### config.mk
export PLATFORM = sky130hd
export DESIGN_NAME = nearest_upsampler
export DESIGN_NICKNAME = d
export VERILOG_FILES = /design/src/rtl/nearest_upsampler.sv
export SDC_FILE = /design/constraint.sdc
export NUM_CORES = 1
export LEC_CHECK = 0
export BUFFER_PORTS_ARGS = -buffer_cell sky130_fd_sc_hd__clkbuf_2
export CORE_UTILIZATION = 57
export DETAILED_ROUTE_END_ITERATION = 7
export PLACE_DENSITY_LB_ADDON = 0.3
export SLEW_MARGIN = 20
export SYNTH_ARGS = -nofsm -noshare
export SYNTH_HDL_FRONTEND = slang
export SYNTH_SLANG_ARGS = --single-unit
### constraint.sdc
create_clock -name clk -period 1.98 [get_ports clk]
set_input_delay 0.396 -clock clk [delete_from_list [all_inputs] [get_ports clk]]
set_output_delay 0.396 -clock clk [all_outputs]
set_load 0.02 [all_outputs]
### src/rtl/nearest_upsampler.sv
// Nearest-neighbour upsampler: buffers one pooled input row, then replays each
// pixel SCALE times horizontally and the whole row SCALE times vertically.
module nearest_upsampler #(
  parameter int unsigned DATA_WIDTH = 8,
  parameter int unsigned IN_COLS    = 4,
  parameter int unsigned IN_ROWS    = 4,
  parameter int unsigned SCALE      = 2
) (
  input  logic                  clk,
  input  logic                  rst,
  input  logic [DATA_WIDTH-1:0] in_pixel,
  input  logic                  in_valid,
  output logic                  in_ready,
  output logic [DATA_WIDTH-1:0] out_pixel,
  output logic                  out_valid,
  input  logic                  out_ready,
  output logic                  out_sof,
  output logic                  out_eol,
  output logic                  frame_done
);

  localparam int unsigned COL_W = (IN_COLS > 1) ? $clog2(IN_COLS) : 1;
  localparam int unsigned ROW_W = (IN_ROWS > 1) ? $clog2(IN_ROWS) : 1;
  localparam int unsigned SUB_W = (SCALE > 1) ? $clog2(SCALE) : 1;

  localparam logic [COL_W-1:0] COL_LAST = COL_W'(IN_COLS - 1);
  localparam logic [ROW_W-1:0] ROW_LAST = ROW_W'(IN_ROWS - 1);
  localparam logic [SUB_W-1:0] SUB_LAST = SUB_W'(SCALE - 1);

  typedef enum logic {FILL, EMIT} state_t;

  state_t                  state, n_state;
  logic [COL_W-1:0]        wcol, n_wcol;
  logic [COL_W-1:0]        icol, n_icol;
  logic [SUB_W-1:0]        sub, n_sub;
  logic [SUB_W-1:0]        rep, n_rep;
  logic [ROW_W-1:0]        irow, n_irow;
  logic                    n_done;
  logic                    in_fire, out_fire;
  logic [DATA_WIDTH-1:0]   line_buf [IN_COLS];

  assign in_fire   = (state == FILL) && in_valid && in_ready;
  assign out_fire  = (state == EMIT) && out_valid && out_ready;
  assign out_pixel = line_buf[icol];

  always_comb begin
    n_state = state;
    n_wcol  = wcol;
    n_icol  = icol;
    n_sub   = sub;
    n_rep   = rep;
    n_irow  = irow;
    n_done  = 1'b0;
    if (in_fire) begin
      if (wcol == COL_LAST) begin
        n_wcol  = '0;
        n_state = EMIT;
      end else begin
        n_wcol = wcol + 1'b1;
      end
    end
    if (out_fire) begin
      if (sub != SUB_LAST) begin
        n_sub = sub + 1'b1;
      end else begin
        n_sub = '0;
        if (icol != COL_LAST) begin
          n_icol = icol + 1'b1;
        end else begin
          n_icol = '0;
          if (rep != SUB_LAST) begin
            n_rep = rep + 1'b1;
          end else begin
            n_rep   = '0;
            n_state = FILL;
            n_done  = (irow == ROW_LAST);
            n_irow  = (irow == ROW_LAST) ? '0 : irow + 1'b1;
          end
        end
      end
    end
  end

  // Handshake and framing flags are registered from the next-state values so
  // they line up with the counters they qualify and hold during a stall.
  always_ff @(posedge clk) begin
    if (rst) begin
      state      <= FILL;
      wcol       <= '0;
      icol       <= '0;
      sub        <= '0;
      rep        <= '0;
      irow       <= '0;
      frame_done <= 1'b0;
      in_ready   <= 1'b0;
      out_valid  <= 1'b0;
      out_sof    <= 1'b0;
      out_eol    <= 1'b0;
      for (int unsigned i = 0; i < IN_COLS; i++) line_buf[i] <= '0;
    end else begin
      state      <= n_state;
      wcol       <= n_wcol;
      icol       <= n_icol;
      sub        <= n_sub;
      rep        <= n_rep;
      irow       <= n_irow;
      frame_done <= n_done;
      in_ready   <= (n_state == FILL);
      out_valid  <= (n_state == EMIT);
      out_sof    <= (n_state == EMIT) && (n_irow == '0) && (n_rep == '0) &&
                    (n_icol == '0) && (n_sub == '0);
      out_eol    <= (n_state == EMIT) && (n_icol == COL_LAST) && (n_sub == SUB_LAST);
      if (in_fire) line_buf[wcol] <= in_pixel;
    end
  end

endmodule

==> flow_summary.yaml, run 1 <==
outcome:
  status: "complete, no violations"
run:
  max_cap_violations: 0
placed_design:
  numPortBuffers: 24
  gp_congestion: 0.7714
  place_area_mm2: 0.002258
worst_setup_path:
  worstPathArrival_ps: 1550
  cpPeakStageDelay_ps: 530
  required_ps: 1580
  worst-path-buf-inv: 2
  crit_family: "multiplexers"
  slowest_stage: "mux4_2"
  cp-end-kind: "primary output"
  crit_path_max_fanout: 5
  crit_type: "reg -> out"
  start_kind: "flip-flop"
  crit_top_cell: "buf_8"
  critical_path.cell_chain: "buf_8 -> mux4_2 -> buf_8"
grt:
  grt_pass1_wl_um: 5582
  grt_pass1_vias: 1117
  overflow: 0
  grt_max_degree: 19
  antenna_found_initial: 0
  grt.total_usage: 0.2172
synthesis:
  ys_warn_count: 0
  synthTopCellsByArea: "edfxtp_1 47%, dfxtp_1 13%, and2_1 9.8%"
  synthArstFlopShare: 0
  synth_ff_type: "edfxtp_1"
  ys_top_cells_by_count: "32 x and2_1, 32 x edfxtp_1, 13 x dfxtp_1, 10 x nor2_1, 8 x mux4_2"
  synth-edff-count: 32
  syn_inst: 147
  synth-seq-cells: 45
  yosysTopAreaCell: "edfxtp_1"
  ys_types: 36
  syn-cell-area_mm2: 0.002053
  ys_seq_area_frac: 0.5948
  yosysTopAreaCellShare: 0.4680
  syn_nets: 162
  syn_area_per_cell_um2: 13.97
power_and_ir_drop:
  power_frac_seq: 0.601
  finalPower_mw: 1.752
  p_int_mw: 1.363
  vdd_ir_drop_max_mv: 0.6255
  p_leak_nw: 0.9392
  p_switching_uw: 389.1
  switching_share: 0.2220
  power.share.clock: 0.328
  power.density_mw_per_mm2: 726.4
  combPwrFrac: 0.071
sta:
  fin_setup_tns_ps: 0
  rsz0062_at_grt: "true"
  setup-violations-final: 0
  tightestPinTransition_ps: 404.0
  fin_skew_ps: 13.80
  hold_violations: 0
  post-route-min-period_ps: 1948
  fmax_ghz: 0.5133
  maxSlewHeadroom: 0.7237
  finalCritPeriodShare: 0.9839
  maxSlewViolCount: 0
worst_hold_path:
  hp-class: "in -> reg"
clocking:
  clk_latency_ps: 370
  ctsHoldBuffers: 0
  cts_tree: "done"
  clk_path_buf_depth: 2
  clock-sinks: 45
  cts_htree_levels: 2
  clk_pin_slew_worst_paths_ps: 140
  cts_made_buffers: 5
  cts-root-buf: "clkbuf_4"
floorplanning:
  die_area_mm2: 0.003846
  die_h_um: 62.02
  die_w_um: 62.02
  fp.coreArea_mm2: 0.003390
  num_rows: 21
  initial_core_util: 0.6058
  io_pins: 25
drt:
  drt_first_pass_iters: 4
  vias: 1257
  drt_iter0_drc: 58
  ant_nets: 0
  wl_per_cell_um: 16.20
  drc: 0
  viasPerCell: 5.465
  drt_wl_total_um: 3725
layout:
  n_antenna_cell: 0
  multi_input_area_um2: 777.0
  syn_to_final_growth_pct: 17.49
  drive_gt1_frac: 0.3424
  nFillCells: 231
  design_area_mm2: 0.002412
  area.sequential_mm2: 0.001224
  nets: 198
[registers in the layout (all words and copies together), names as in the netlist, 2 cells and up]
signal,cells
irow,2
wcol,2
line_buf,32
icol,2
[final timing paths]
check	from	end	slack, ps	cells past startpoint
hold reg to reg	irow[0]	irow[0]	530	2
setup reg to reg	in_ready	line_buf[2][1]	250	3
setup / recovery	icol[0]	out_pixel[0]	30	3
hold / removal	in_pixel[3]	line_buf[0][3]	330	2
[kinds of logic after synthesis]
logic type               Yosys count  synth area share
AND/OR/NAND/NOR                   65            0.2096
flip-flops                        45            0.5948
AO/OA/AOI/OAI                     14           0.04448
multiplexers                      10           0.09750
buffers and inverters              8           0.02681
adder cells (fa/ha/maj)            3           0.01828
XOR/XNOR                           2          0.008533
[final cells by class]
type | count | area share
tap | 46 | 0.02386
clock inverter | 3 | 0.01919
sequential | 45 | 0.5073
multi-input combinational | 94 | 0.3221
clock buffer | 5 | 0.01556
timing repair buffer | 37 | 0.1120
[worst reg2reg max path: stages, from the launching register on]
cell	delay, ps
dfxtp_1	390
nor4bb_4	430
and3b_1	230
or2_1	350
[placed cells by master (no fill, tap or decap), drive strengths merged, types with 2 or more instances in the layout]
cell type,synthesis,final
o21bai,2,2
or2,3,3
buf,6,19
mux2i,2,2
and3b,3,3
edfxtp,32,32
clkbuf,2,23
ha,3,3
o21ai,4,4
a31oi,2,2
and2,32,32
or3,2,2
mux4,8,8
nor2,10,10
nand2,3,3
a21oi,3,3
dfxtp,13,13
nor4,2,2
nand4,3,3
[routing by layer]
layer | global-route usage | vias to the layer above | part of all wire
li1 | - | 616 | -
met1 | 0.3062 | 602 | 0.45
met2 | 0.3191 | 33 | 0.48
met3 | 0.06211 | 6 | 0.044
met4 | 0.08571 | 0 | 0.017
met5 | 0 | - | 0
[per-stage QoR]
step           std cells  worst slack (ps)  hold slack, ps    util
5_1_grt              230            -14.26           320.0  0.7117
4_1_cts              228             2.158           304.3  0.6955
6_report             230             31.82           330.4  0.7117
2_1_floorplan        147             185.7           470.4       -
3_3_place_gp         220             246.4           488.3  0.6663
3_5_place_dp         220             176.9           510.9  0.6663
[power groups by stage]
stage / combinational, mW / clock (mW) / sequential [mW]
final: 0.125 / 0.575 / 1.05
after global routing: 0.134 / 0.621 / 1.06
after CTS: 0.116 / 0.588 / 1.05
after detailed placement: 0.113 / 0 / 1.07
after global placement: 0.110 / 0 / 1.07
after floorplan: 0.0677 / 0 / 1.07
[what timing repair did]
action	4_1_cts	5_1_grt
setup buffers	0	2
endpoints found under the hold margin	0	0
setup endpoints to repair	3	8
gates resized for setup	5	18
Power figures use the tool's default switching activity.
==> run 2: changes to the inputs <==
CORE_UTILIZATION = 59   (was 57)
CTS_BUF_LIST = sky130_fd_sc_hd__clkbuf_4   (was unset)
==> run 2 against run 1 <==
  * First-iteration DRC count shrank 22%
  * Final area shrank 2.6%
  * Highest routed layer unchanged
  * Die area shrank 3.3%
  * Worst hold slack gained 9.4 ps
  * Sequential cell count is the same
  * Worst setup slack lost 8.1 ps
  * Combinational power shrank 8%
==> flow_summary.yaml, run 2 (synthesis results as in run 1) <==
run:
  max_cap_violations: 0
sta:
  rsz0062_at_grt: "true"
  tightestPinTransition_ps: 403.6
  setup-violations-final: 0
  fin_skew_ps: 10.92
  holdWs_ps: 339.8
  post-route-min-period_ps: 1956
  hold_violations: 0
  fin_setup_tns_ps: 0
  fmax_ghz: 0.5112
  finalCritPeriodShare: 0.9880
  setup_ws_ps: 23.74
  maxSlewViolCount: 0
  maxSlewHeadroom: 0.7240
worst_setup_path:
  crit_path_end: "out_pixel[6]"
  crit_type: "reg -> out"
  slowest_stage: "mux4_2"
  critical_path.cell_chain: "mux4_2 -> buf_2"
  rrSetupSlack_ps: 310
  worstPathArrival_ps: 1560
  cpPeakStageDelay_ps: 530
  crit_path_max_fanout: 11
  required_ps: 1580
  reg2reg_from: "in_ready"
  crit_start: "icol[0]"
  start_kind: "flip-flop"
  r2r-end: "line_buf[2][1]"
  cp-end-kind: "primary output"
  reg2regPathDepth: 3
worst_hold_path:
  hp-class: "in -> reg"
floorplanning:
  die_area_mm2: 0.003720
  num_rows: 21
  die_h_um: 60.99
  fp.coreArea_mm2: 0.003337
  io_pins: 25
  die_w_um: 60.99
  initial_core_util: 0.6153
grt:
  overflow: 0
  grt_pass1_vias: 1205
  antenna_found_initial: 0
  grt_pass1_wl_um: 5851
  grt.total_usage: 0.2344
  grt_max_degree: 19
drt:
  wl_per_cell_um: 16.45
  drt_iter0_drc: 45
  ant_nets: 0
  drt_first_pass_iters: 4
  vias: 1269
  drc: 0
  viasPerCell: 5.566
  drt_wl_total_um: 3750
placed_design:
  hpwl_um: 2628
  numPortBuffers: 24
  dp_slack_ps: 67.44
  place_area_mm2: 0.002258
  dp_cells: 220
  gp_congestion: 0.7221
power_and_ir_drop:
  power.density_mw_per_mm2: 736.4
  p_leak_nw: 0.9143
  finalPower_mw: 1.729
  vdd_ir_drop_max_mv: 0.6857
outcome:
  status: "complete, no violations"
layout:
  n_antenna_cell: 0
  final_cell_mix: "32 x and2_1, 32 x edfxtp_1, 16 x clkbuf_2, 11 x dfxtp_1, 11 x buf_4"
  nets: 196
  final_util: 0.7038
  design_area_mm2: 0.002349
  largest_reg_flops: 32
  nFillCells: 253
  largest-register: "line_buf"
  layout.cells.non_filler: 228
  drive_gt1_frac: 0.3297
  syn_to_final_growth_pct: 14.38
clocking:
  cts_made_buffers: 5
  ctsResizeCount: 3
  ctsHoldBuffers: 0
  cts_setup_buffers: 0
  clk_latency_ps: 370
  clk_pin_slew_worst_paths_ps: 140
  cts-root-buf: "clkbuf_4"
  clock-sinks: 45
  cts_htree_levels: 2
  clk_path_buf_depth: 2
  cts_tree: "done"
==> run 2: critical path, delay by kind of cell, from the launching register on <==
kind / cells / cell delay (ps)
mux: 1 / 530
flops: 1 / 490
buf+inv: 1 / 170
==> run 2: area by class of cell <==
cell class | count | area, µm² | area share
Timing Repair Buffer | 35 | 209.0 | 0.08897
Tap cell | 46 | 57.56 | 0.02451
Clock buffer | 5 | 37.54 | 0.01598
Multi-Input combinational cell | 94 | 777.0 | 0.3308
Sequential cell | 45 | 1226 | 0.5221
Clock inverter | 3 | 41.29 | 0.01758
==> run 2: report_power, final <==
| part | internal (mW) | leakage, nW | switching [mW] |
|---|---|---|---|
| combinational | 0.0499 | 0.434 | 0.0656 |
| sequential | 1.04 | 0.441 | 0.0148 |
| clock | 0.262 | 0.0389 | 0.300 |
==> run 2: per-layer routing <==
metal  global-route usage  share of wire  vias up
li1                     -              -      611
met5                    0              0        -
met3              0.08742          0.055        8
met1               0.2865           0.41      616
met4              0.09416          0.017        0
met2               0.3783           0.52       34
==> run 2: worst min path at each step <==
stage | cells past startpoint | start | slack [ps] | endpoint
detailed placement | 2 | irow[1] | 520 | irow[1]
floorplan | 2 | irow[1] | 470 | irow[1]
global route | 2 | in_pixel[4] | 320 | line_buf[3][4]
finish | 2 | in_pixel[2] | 340 | line_buf[2][2]
global placement | 2 | irow[1] | 480 | irow[1]
CTS | 2 | in_pixel[2] | 330 | line_buf[2][2]
==> run 3: changes to the inputs <==
CORE_UTILIZATION = 50   (was 59)
==> run 3 against run 2 <==
  * First-iteration DRC count rose to 2.7 times the previous value
  * Clock skew barely moved
  * Sequential cell count did not move
  * Count of clock-buffer cells in the layout rose by 1
  * Utilization fell by 8.8 points
  * Worst setup slack improved by 27 ps
  * Combinational power barely moved
  * Fmax rose by 1.4%
  * Die area rose by 17%
  * Via count fell by 2.3%
  * Wire length rose by 1.7%
  * Critical path type unchanged
==> flow_summary.yaml, run 3 (synthesis results as in run 1) <==
outcome:
  status: "complete, no violations"
clocking:
  clk_path_buf_depth: 2
  cts_made_buffers: 5
  clk_latency_ps: 350
  cts_htree_levels: 2
  cts-root-buf: "clkbuf_4"
  clock-sinks: 45
  clk_pin_slew_worst_paths_ps: 130
  cts_tree: "done"
drt:
  drt_iter0_drc: 120
  drc: 0
  wl_per_cell_um: 16.51
  vias: 1240
  ant_nets: 0
  drt_first_pass_iters: 4
  viasPerCell: 5.368
  drt_wl_total_um: 3814
worst_setup_path:
  worst-path-buf-inv: 2
  critical_path.cell_chain: "buf_6 -> mux4_2 -> buf_6"
  crit_family: "multiplexers"
  crit_top_cell: "buf_6"
  crit_path_max_fanout: 7
  start_kind: "flip-flop"
  cp-end-kind: "primary output"
  required_ps: 1580
  cpPeakStageDelay_ps: 530
  slowest_stage: "mux4_2"
  rrSetupSlack_ps: 330
  worstPathArrival_ps: 1530
  crit_type: "reg -> out"
sta:
  maxSlewViolCount: 0
  maxSlewHeadroom: 0.6833
  tightestPinTransition_ps: 463.1
  rsz0062_at_grt: "false"
  post-route-min-period_ps: 1930
  setup-violations-final: 0
  fin_setup_tns_ps: 0
  fin_skew_ps: 11.39
  hold_violations: 0
  fmax_ghz: 0.5182
  finalCritPeriodShare: 0.9746
placed_design:
  hpwl_um: 2756
  gp_congestion: 0.7753
  dp_cells: 222
  numPortBuffers: 24
layout:
  final_cell_mix: "32 x and2_1, 32 x edfxtp_1, 22 x clkbuf_2, 11 x dfxtp_1"
  layout.cells.non_filler: 231
  syn_to_final_growth_pct: 13.95
  n_antenna_cell: 0
  largest_reg_flops: 32
  nFillCells: 305
  nets: 197
  drive_gt1_frac: 0.3388
  largest-register: "line_buf"
grt:
  antenna_found_initial: 0
  grt_max_degree: 19
  grt_pass1_vias: 1264
  grt_pass1_wl_um: 6244
  overflow: 0
  grt.total_usage: 0.2001
power_and_ir_drop:
  p_leak_nw: 0.9169
  power.density_mw_per_mm2: 684.2
  vdd_ir_drop_max_mv: 0.4877
  finalPower_mw: 1.601
run:
  max_cap_violations: 0
floorplanning:
  initial_core_util: 0.5405
  num_rows: 22
  die_h_um: 66.08
  fp.coreArea_mm2: 0.003799
  die_area_mm2: 0.004367
  io_pins: 25
  die_w_um: 66.08
worst_hold_path:
  hp-class: "in -> reg"
-- run 3: cell types whose count changed in the layout (fill, tap and decap cells not counted), sizes merged --
cell and delta:
bufinv -1, clkinv +1, clkinvlp -1, clkbuf +7, buf -5
-- run 3: path summary, 6_finish.rpt --
path	startpoint	endpoint	cells after the start
setup reg to reg	state	line_buf[2][1]	3
hold reg to reg	irow[0]	irow[0]	2
setup / recovery	icol[0]	out_pixel[3]	3
hold / removal	in_pixel[3]	line_buf[3][3]	2
-- run 3: layer usage --
layer,up-vias,GRT usage,share of wire
li1,615,-,-
met1,595,0.2615,0.45
met2,25,0.3291,0.50
met3,5,0.04138,0.039
met4,0,0.07181,0.013
met5,-,0,0
-- run 3: final cells by class --
class | count | area [µm²] | area share
Tap cell | 48 | 60.06 | 0.02567
Multi-Input combinational cell | 94 | 777.0 | 0.3321
Timing Repair Buffer | 36 | 224.0 | 0.09572
Clock inverter | 2 | 10.01 | 0.004278
Clock buffer | 6 | 45.04 | 0.01925
Sequential cell | 45 | 1224 | 0.5230
-- run 3: power breakdown --
part	switching, mW	internal [mW]
clock network	0.284	0.149
registers	0.0142	1.04
logic	0.0654	0.0484
total	0.363	1.24
-- run 3: metrics by stage --
stage	hold WS, ps	setup slack [ps]	utilization	instance area, µm²
5_1_grt	340.7	11.31	0.6159	2340
6_report	349.5	50.29	0.6159	2340
3_3_place_gp	482.3	314.3	0.5952	2261
2_1_floorplan	470.4	185.7	-	2053
4_1_cts	339.9	13.35	0.6113	2322
3_5_place_dp	508.8	264.1	0.5952	2261
-- run 3: timing repair --
action	4_1_cts	5_1_grt
endpoints found under the setup margin	4	5
buffers inserted	0	1
gates resized for setup	3	5
hold buffers	0	0
